--- config.mk ---
export PLATFORM = sky130hd
export DESIGN_NAME = morse_encoder_tx
export DESIGN_NICKNAME = d
export VERILOG_FILES = /design/src/rtl/morse_pkg.sv /design/src/rtl/morse_code_rom.sv /design/src/rtl/morse_encoder_tx.sv
export SDC_FILE = /design/constraint.sdc
export NUM_CORES = 1
export LEC_CHECK = 0
export CORE_ASPECT_RATIO = 2
export CORE_MARGIN = 4
export CORE_UTILIZATION = 30
export DETAILED_ROUTE_END_ITERATION = 8
export PLACE_DENSITY = 0.52
export SYNTH_ARGS = -nofsm -noshare
export SYNTH_HDL_FRONTEND = slang
export SYNTH_SLANG_ARGS = --single-unit
--- constraint.sdc ---
create_clock -name clk -period 6 [get_ports clk]
set_input_delay 1.2 -clock clk [delete_from_list [all_inputs] [get_ports clk]]
set_output_delay 1.2 -clock clk [all_outputs]
set_load 0.03 [all_outputs]
--- src/rtl/morse_pkg.sv ---
// Shared definitions for the Morse encoder: FSM states, character code ranges,
// and the pattern/length table used by the code ROM.
// Each table entry is {pattern[4:0], len[2:0]}. A 1 bit is a dash and a 0 bit is a dot.
// The first element sits at bit len-1, and unused upper bits are 0.
package morse_pkg;

    typedef enum logic [1:0] {
        IDLE = 2'd0,
        MARK = 2'd1,
        GAP  = 2'd2,
        CGAP = 2'd3
    } state_t;

    localparam logic [5:0] CODE_DIGIT_BASE = 6'd0;
    localparam logic [5:0] CODE_ALPHA_BASE = 6'd10;
    localparam logic [5:0] CODE_MAX        = 6'd35;

    localparam logic [7:0] MORSE_TABLE [0:35] = '{
        {5'b11111, 3'd5},  // 0 -----
        {5'b01111, 3'd5},  // 1 .----
        {5'b00111, 3'd5},  // 2 ..---
        {5'b00011, 3'd5},  // 3 ...--
        {5'b00001, 3'd5},  // 4 ....-
        {5'b00000, 3'd5},  // 5 .....
        {5'b10000, 3'd5},  // 6 -....
        {5'b11000, 3'd5},  // 7 --...
        {5'b11100, 3'd5},  // 8 ---..
        {5'b11110, 3'd5},  // 9 ----.
        {5'b00001, 3'd2},  // A .-
        {5'b01000, 3'd4},  // B -...
        {5'b01010, 3'd4},  // C -.-.
        {5'b00100, 3'd3},  // D -..
        {5'b00000, 3'd1},  // E .
        {5'b00010, 3'd4},  // F ..-.
        {5'b00110, 3'd3},  // G --.
        {5'b00000, 3'd4},  // H ....
        {5'b00000, 3'd2},  // I ..
        {5'b00111, 3'd4},  // J .---
        {5'b00101, 3'd3},  // K -.-
        {5'b00100, 3'd4},  // L .-..
        {5'b00011, 3'd2},  // M --
        {5'b00010, 3'd2},  // N -.
        {5'b00111, 3'd3},  // O ---
        {5'b00110, 3'd4},  // P .--.
        {5'b01101, 3'd4},  // Q --.-
        {5'b00010, 3'd3},  // R .-.
        {5'b00000, 3'd3},  // S ...
        {5'b00001, 3'd1},  // T -
        {5'b00001, 3'd3},  // U ..-
        {5'b00001, 3'd4},  // V ...-
        {5'b00011, 3'd3},  // W .--
        {5'b01001, 3'd4},  // X -..-
        {5'b01011, 3'd4},  // Y -.--
        {5'b01100, 3'd4}   // Z --..
    };

endpackage

--- src/rtl/morse_code_rom.sv ---
// Combinational character-code lookup. It returns the Morse pattern, the element
// count, and whether the code is valid. Invalid codes (above CODE_MAX) return zeros.
import morse_pkg::*;

module morse_code_rom (
    input  logic [5:0] char_code,
    output logic [4:0] pattern,
    output logic [2:0] len,
    output logic       valid
);

    // Table lookup, gated by the valid code range
    always_comb begin
        valid   = (char_code <= CODE_MAX);
        pattern = 5'd0;
        len     = 3'd0;
        if (valid) begin
            {pattern, len} = MORSE_TABLE[char_code];
        end
    end

endmodule

--- src/rtl/morse_encoder_tx.sv ---
// Morse code transmitter. On a rising edge of start it keys out one character
// as dots, dashes, element gaps and a trailing character gap.
// Optional build macro: MORSE_SOUND_EN. When defined, the buzzer is a
// TONE_HALF-divided square wave while keyed. When undefined, buzzer mirrors key_out.
import morse_pkg::*;

module morse_encoder_tx #(
    parameter int UNIT_CYCLES = 25000000,
    parameter int TONE_HALF   = 50000
) (
    input  logic       clk,
    input  logic       rst,
    input  logic       en,
    input  logic       start,
    input  logic [5:0] char_code,
    output logic       key_out,
    output logic       buzzer,
    output logic       busy,
    output logic       done,
    output logic       err,
    output logic [4:0] led_morse,
    output logic [2:0] led_cnt
);

    if (UNIT_CYCLES < 2 || TONE_HALF < 1) begin : g_bad_params
        $error("morse_encoder_tx: UNIT_CYCLES must be >= 2 and TONE_HALF >= 1");
    end

    localparam logic [26:0] UNIT_LAST = 27'(UNIT_CYCLES - 1);
    localparam logic [26:0] DASH_LAST = 27'(3 * UNIT_CYCLES - 1);

    state_t      state, next_state;
    logic        s1, s2, request;
    logic [26:0] unit_cnt;
    logic [4:0]  rom_pattern;
    logic [2:0]  rom_len;
    logic        rom_valid;
    logic        elem_dash;
    logic        load, dec, cnt_clr, done_set, err_set;
    logic        key_next;

    morse_code_rom u_rom (
        .char_code (char_code),
        .pattern   (rom_pattern),
        .len       (rom_len),
        .valid     (rom_valid)
    );

    assign request   = s1 & ~s2;
    // The current element is the bit at position led_cnt-1 (the top of the remaining elements).
    assign elem_dash = |(led_morse & (5'b00001 << (led_cnt - 3'd1)));
    assign key_next  = en && (state == MARK);

    // Two-flop sampling of start for edge detection
    always_ff @(posedge clk or posedge rst) begin
        if (rst) begin
            s1 <= 1'b0;
            s2 <= 1'b0;
        end else begin
            s1 <= start;
            s2 <= s1;
        end
    end

    // FSM state register
    always_ff @(posedge clk or posedge rst) begin
        if (rst) state <= IDLE;
        else     state <= next_state;
    end

    // Next-state and control strobes. Requests outside IDLE are simply dropped.
    always_comb begin
        next_state = state;
        load       = 1'b0;
        dec        = 1'b0;
        cnt_clr    = 1'b0;
        done_set   = 1'b0;
        err_set    = 1'b0;
        if (!en) begin
            next_state = IDLE;
        end else begin
            case (state)
                IDLE: begin
                    if (request) begin
                        if (rom_valid) begin
                            load       = 1'b1;
                            cnt_clr    = 1'b1;
                            next_state = MARK;
                        end else begin
                            err_set = 1'b1;
                        end
                    end
                end
                MARK: begin
                    if (unit_cnt == (elem_dash ? DASH_LAST : UNIT_LAST)) begin
                        dec        = 1'b1;
                        cnt_clr    = 1'b1;
                        next_state = (led_cnt > 3'd1) ? GAP : CGAP;
                    end
                end
                GAP: begin
                    if (unit_cnt == UNIT_LAST) begin
                        cnt_clr    = 1'b1;
                        next_state = MARK;
                    end
                end
                CGAP: begin
                    if (unit_cnt == DASH_LAST) begin
                        cnt_clr    = 1'b1;
                        done_set   = 1'b1;
                        next_state = IDLE;
                    end
                end
                default: next_state = IDLE;
            endcase
        end
    end

    // Time-unit counter. It restarts at every state entry and stays at 0 in IDLE.
    always_ff @(posedge clk or posedge rst) begin
        if (rst)                                   unit_cnt <= 27'd0;
        else if (!en || cnt_clr || state == IDLE)  unit_cnt <= 27'd0;
        else                                       unit_cnt <= unit_cnt + 27'd1;
    end

    // Pattern and count display registers. led_morse holds across disable.
    always_ff @(posedge clk or posedge rst) begin
        if (rst) begin
            led_morse <= 5'd0;
            led_cnt   <= 3'd0;
        end else begin
            if (load) led_morse <= rom_pattern;
            if (!en)       led_cnt <= 3'd0;
            else if (load) led_cnt <= rom_len;
            else if (dec)  led_cnt <= led_cnt - 3'd1;
        end
    end

    // Status outputs. key_out is registered from the MARK state, so it lags it by one cycle.
    always_ff @(posedge clk or posedge rst) begin
        if (rst) begin
            key_out <= 1'b0;
            busy    <= 1'b0;
            done    <= 1'b0;
            err     <= 1'b0;
        end else begin
            key_out <= key_next;
            done    <= en && done_set;
            err     <= en && err_set;
            if (!en)           busy <= 1'b0;
            else if (load)     busy <= 1'b1;
            else if (done_set) busy <= 1'b0;
        end
    end

`ifdef MORSE_SOUND_EN
    logic [31:0] tone_cnt;

    // Tone divider. It starts high on each mark and toggles every TONE_HALF cycles.
    always_ff @(posedge clk or posedge rst) begin
        if (rst) begin
            tone_cnt <= 32'd0;
            buzzer   <= 1'b0;
        end else if (!key_next) begin
            tone_cnt <= 32'd0;
            buzzer   <= 1'b0;
        end else if (!key_out) begin
            tone_cnt <= 32'd0;
            buzzer   <= 1'b1;
        end else if (tone_cnt == 32'(TONE_HALF - 1)) begin
            tone_cnt <= 32'd0;
            buzzer   <= ~buzzer;
        end else begin
            tone_cnt <= tone_cnt + 32'd1;
        end
    end
`else
    assign buzzer = key_out;
`endif

endmodule

==> summary.txt <==
Global routing
  • GR met2 Demand/Resource: a little over a quarter
  • First-pass GRT wire length: between 10,000 and 15,000 um
  • Vias in the first global route: roughly 2,500
  • Global Route met1 Usage: 13.4%
  • GRT Util Overall: 13.5%
  • Grt met3 use: under 10%
  • GRT overflow: 0
  • Global routing's busiest layer: met2
  • Largest net degree at the start of global routing: 44
  • Initial antenna violation count: 0

Final layout
  • N_diodes: 0
  • Layout cells sized above 1: roughly a tenth
  • Non-Filler Instances: between 400 and 500
  • Post-layout net count: 348
  • Design area: between 0.003 and 0.004 mm^2
  • Most common cell after layout, fill and taps aside: dfrtp_1
  • Area Overhead vs Synth: 14.4%
  • Commonest non-fill, non-tap cells in the layout: dfrtp_1, nand2_1, clkdlybuf4s50_1

Setup path
  • Cell chain of the critical path: clkdlybuf4s50_1, o31ai_1, nand3_1, a211oi_1, o221a_1
  • Cells on worst reg2reg path: 7
  • Critical R2R Launch: led_cnt[0]$_DFFE_PP0P_
  • Crit path kind: in2reg
  • CP startpoint kind: input pin
  • Largest stage delay, worst path: around 0.8 ns
  • Reg-to-reg setup timing slack: roughly 3 ns
  • Buf/Inv on CP: 1
  • CP Capture Type: flip-flop
  • Critical Path RT: between 6 and 7 ns
  • Crit path from: char_code[2]
  • CP max-delay cell: clkdlybuf4s50_1
  • Crit path depth: 5
  • Worst EP arrival: around 3.7 ns
  • Worst path top cell family by delay: compound AO/OA/AOI/OAI gates
  • Worst Path Max Fanout: 25

Clocking
  • CTS Hold Bufs: 0
  • CTS root buf: clkbuf_16
  • Number of CTS-inserted buffers: 5
  • Worst-path clk slew: roughly 0.060 ns
  • Max Buffers Root-to-Sink: 2
  • CTS HTree Levels: 2
  • Setup Fix Bufs, Post-CTS: 0
  • Clk sinks: 43
  • Worst-skew pair later-pin latency: ~0.29 ns
  • Post-CTS sizing: 0
  • CTS tree: done

Timing
  • Hold Fails Final Rpt: 0
  • Setup TNS: 0 ns
  • Worst Setup Slack, final: ~2.6 ns
  • Worst slew pin tran: between 1 and 1.5 ns
  • Final Skew: between 0.002 and 0.0025 ns
  • Setup repair after global routing missed its margin: false
  • Max Freq: 292 MHz
  • Max Slew Vio Count: 0
  • Rel. slew slack: around 33%
  • Final period utilization: between 50% and 60%
  • Hold WS: between 0.3 and 0.4 ns
  • Final setup viols: 0
  • Final min period: around 3.4 ns

Placement
  • Pre-CTS setup slack: about 2.2 ns
  • Hpwl dp: roughly 5400 um
  • Port Buffers: 22
  • RePlAce Congestion: ~0.8
  • Placed cell count: roughly 450
  • DP Area: approximately 0.0032 mm^2

Power and ir drop
  • Worst vdd ir: between 0.15 and 0.2 mV
  • Pwr per Cell Area: ~220 mW/mm^2
  • Pleak: 1.30 nW

Die
  • Core Box Area: 0.00945 mm^2
  • IO Pins: 23
  • Die height: roughly 150 um
  • Initial core utilization: approximately 31%
  • Chip width: roughly 80 um
  • Site row count: 50
  • Die area: around 0.012 mm^2

Drt
  • Routed vias/inst: approximately 5.2
  • Pre-Repair DR Iteration Count: 4
  • Final wirelength: a little over 7000 um
  • Post-route antenna net violation count: 0
  • Drc violations: 0
  • Via count: between 2,000 and 2,500
  • Avg WL per Cell: 15.9 um
  • Initial detailed-routing violation count: 97

Yosys
  • Synth unique cells: between 60 and 70
  • Syn Area/Cell: approximately 9.3 um^2
  • Mapped cell area: 0.00294 mm^2
  • EDFF count, synth: 0
  • Synth top area share: 36.6%
  • #FFs+latches synth: 43
  • Synth async-reset ratio: between 90% and 100%
  • Synthesized netlist cell count: 315
  • Area contributors post-synth: dfrtp_1, ha_1, xor2_1, nand2_1, nor3_2
  • Synth warn: 0
  • Prevailing post-synth register cell: dfrtp_1
  • Part of the Yosys area used for sequential elements: approximately 37%
  • Area leader, netlist: dfrtp_1
  • Post-Syn Nets: ~340

Min path
  • Hold Path Class: reg2reg
  • Hold path depth: 0
  • Hold Path Origin: s1$_DFF_PP0_

Outcome
  • Run status: finished, final reports clean

Job
  • Max-cap violations: 0
[flip-flops by register name, indices dropped and copies added (netlist names)]
register / count
err: 1
busy: 1
state: 2
led_cnt: 3
s1: 1
buzzer: 1
s2: 1
unit_cnt: 27
done: 1
led_morse: 5
[kinds of logic (layout without fill, tap and decap cells)]
kind of cell               count (synthesis)  in the layout  synth area share, %
and+or+nand+nor                          139            139                 28.7
AOI/OAI and AO/OA                         61             61                 15.6
DFF                                       43             43                 36.6
buffers and inverters                     32             43                 5.50
xor gates and xnor gates                  25             25                 7.46
adders and majority gates                 12             12                 5.11
muxes                                      3              3                 1.02
[power by group]
group | switching, W | internal [W]
combinational | 0.0000889 | 0.0000585
sequential | 0.0000181 | 0.000305
clock | 0.000106 | 0.000162
total | 0.000213 | 0.000525
[per-stage QoR]
| stage | utilization (%) | total power [W] |
|---|---|---|
| CTS | 35.5 | 0.000750 |
| detailed placement | 34.0 | 0.000477 |
| floorplan | - | 0.000424 |
| global placement | 34.0 | 0.000476 |
| global route | 35.5 | 0.000776 |
| finish | 35.5 | 0.000739 |
[layer usage]
metal | wire length [um] | share of wire (%)
met5 | 0 | 0
met4 | 232 | 3.2
met3 | 229 | 3.2
met2 | 4080 | 56
met1 | 2710 | 37
[cells in the mapped netlist (2+ instances only)]
master	count
a211o_1	4
a211oi_1	5
a21boi_0	2
a21oi_1	6
a22oi_1	2
a311oi_1	2
a31oi_1	4
and2_1	6
and3_1	6
and4_1	3
buf_4	2
buf_6	3
clkbuf_1	12
dfrtp_1	43
ha_1	12
inv_1	13
mux2i_1	3
nand2_1	28
nand2b_1	6
nand3_1	11
nand4_1	10
nor2_1	20
nor3_1	12
nor3_2	10
nor3b_1	2
nor4_1	7
o211ai_1	3
o21ai_0	10
o31a_1	3
o31ai_1	3
o41ai_1	2
or4_4	2
xnor2_1	11
xor2_1	14
[path summary, 6_finish.rpt]
kind	endpoint
setup / recovery	led_cnt[1]$_DFFE_PP0P_
hold / removal	s2$_DFF_PP0_
setup reg to reg	unit_cnt[1]$_DFF_PP0_
hold reg to reg	s2$_DFF_PP0_
max in group asynchronous	buzzer$_DFF_PP0_
min in group asynchronous	led_morse[0]$_DFFE_PP0P_
[final cells by class]
type                    instances  area [um^2]
clock buffers                   6          139
repair buffers                 23          228
flip-flops and latches         43         1080
well taps                     130          163
fillers                       981         6090
inverters                      13         48.8
multi-input cells             240         1700
clock inverters                 1         5.00
Note: power is estimated with default switching activity, not from simulation.
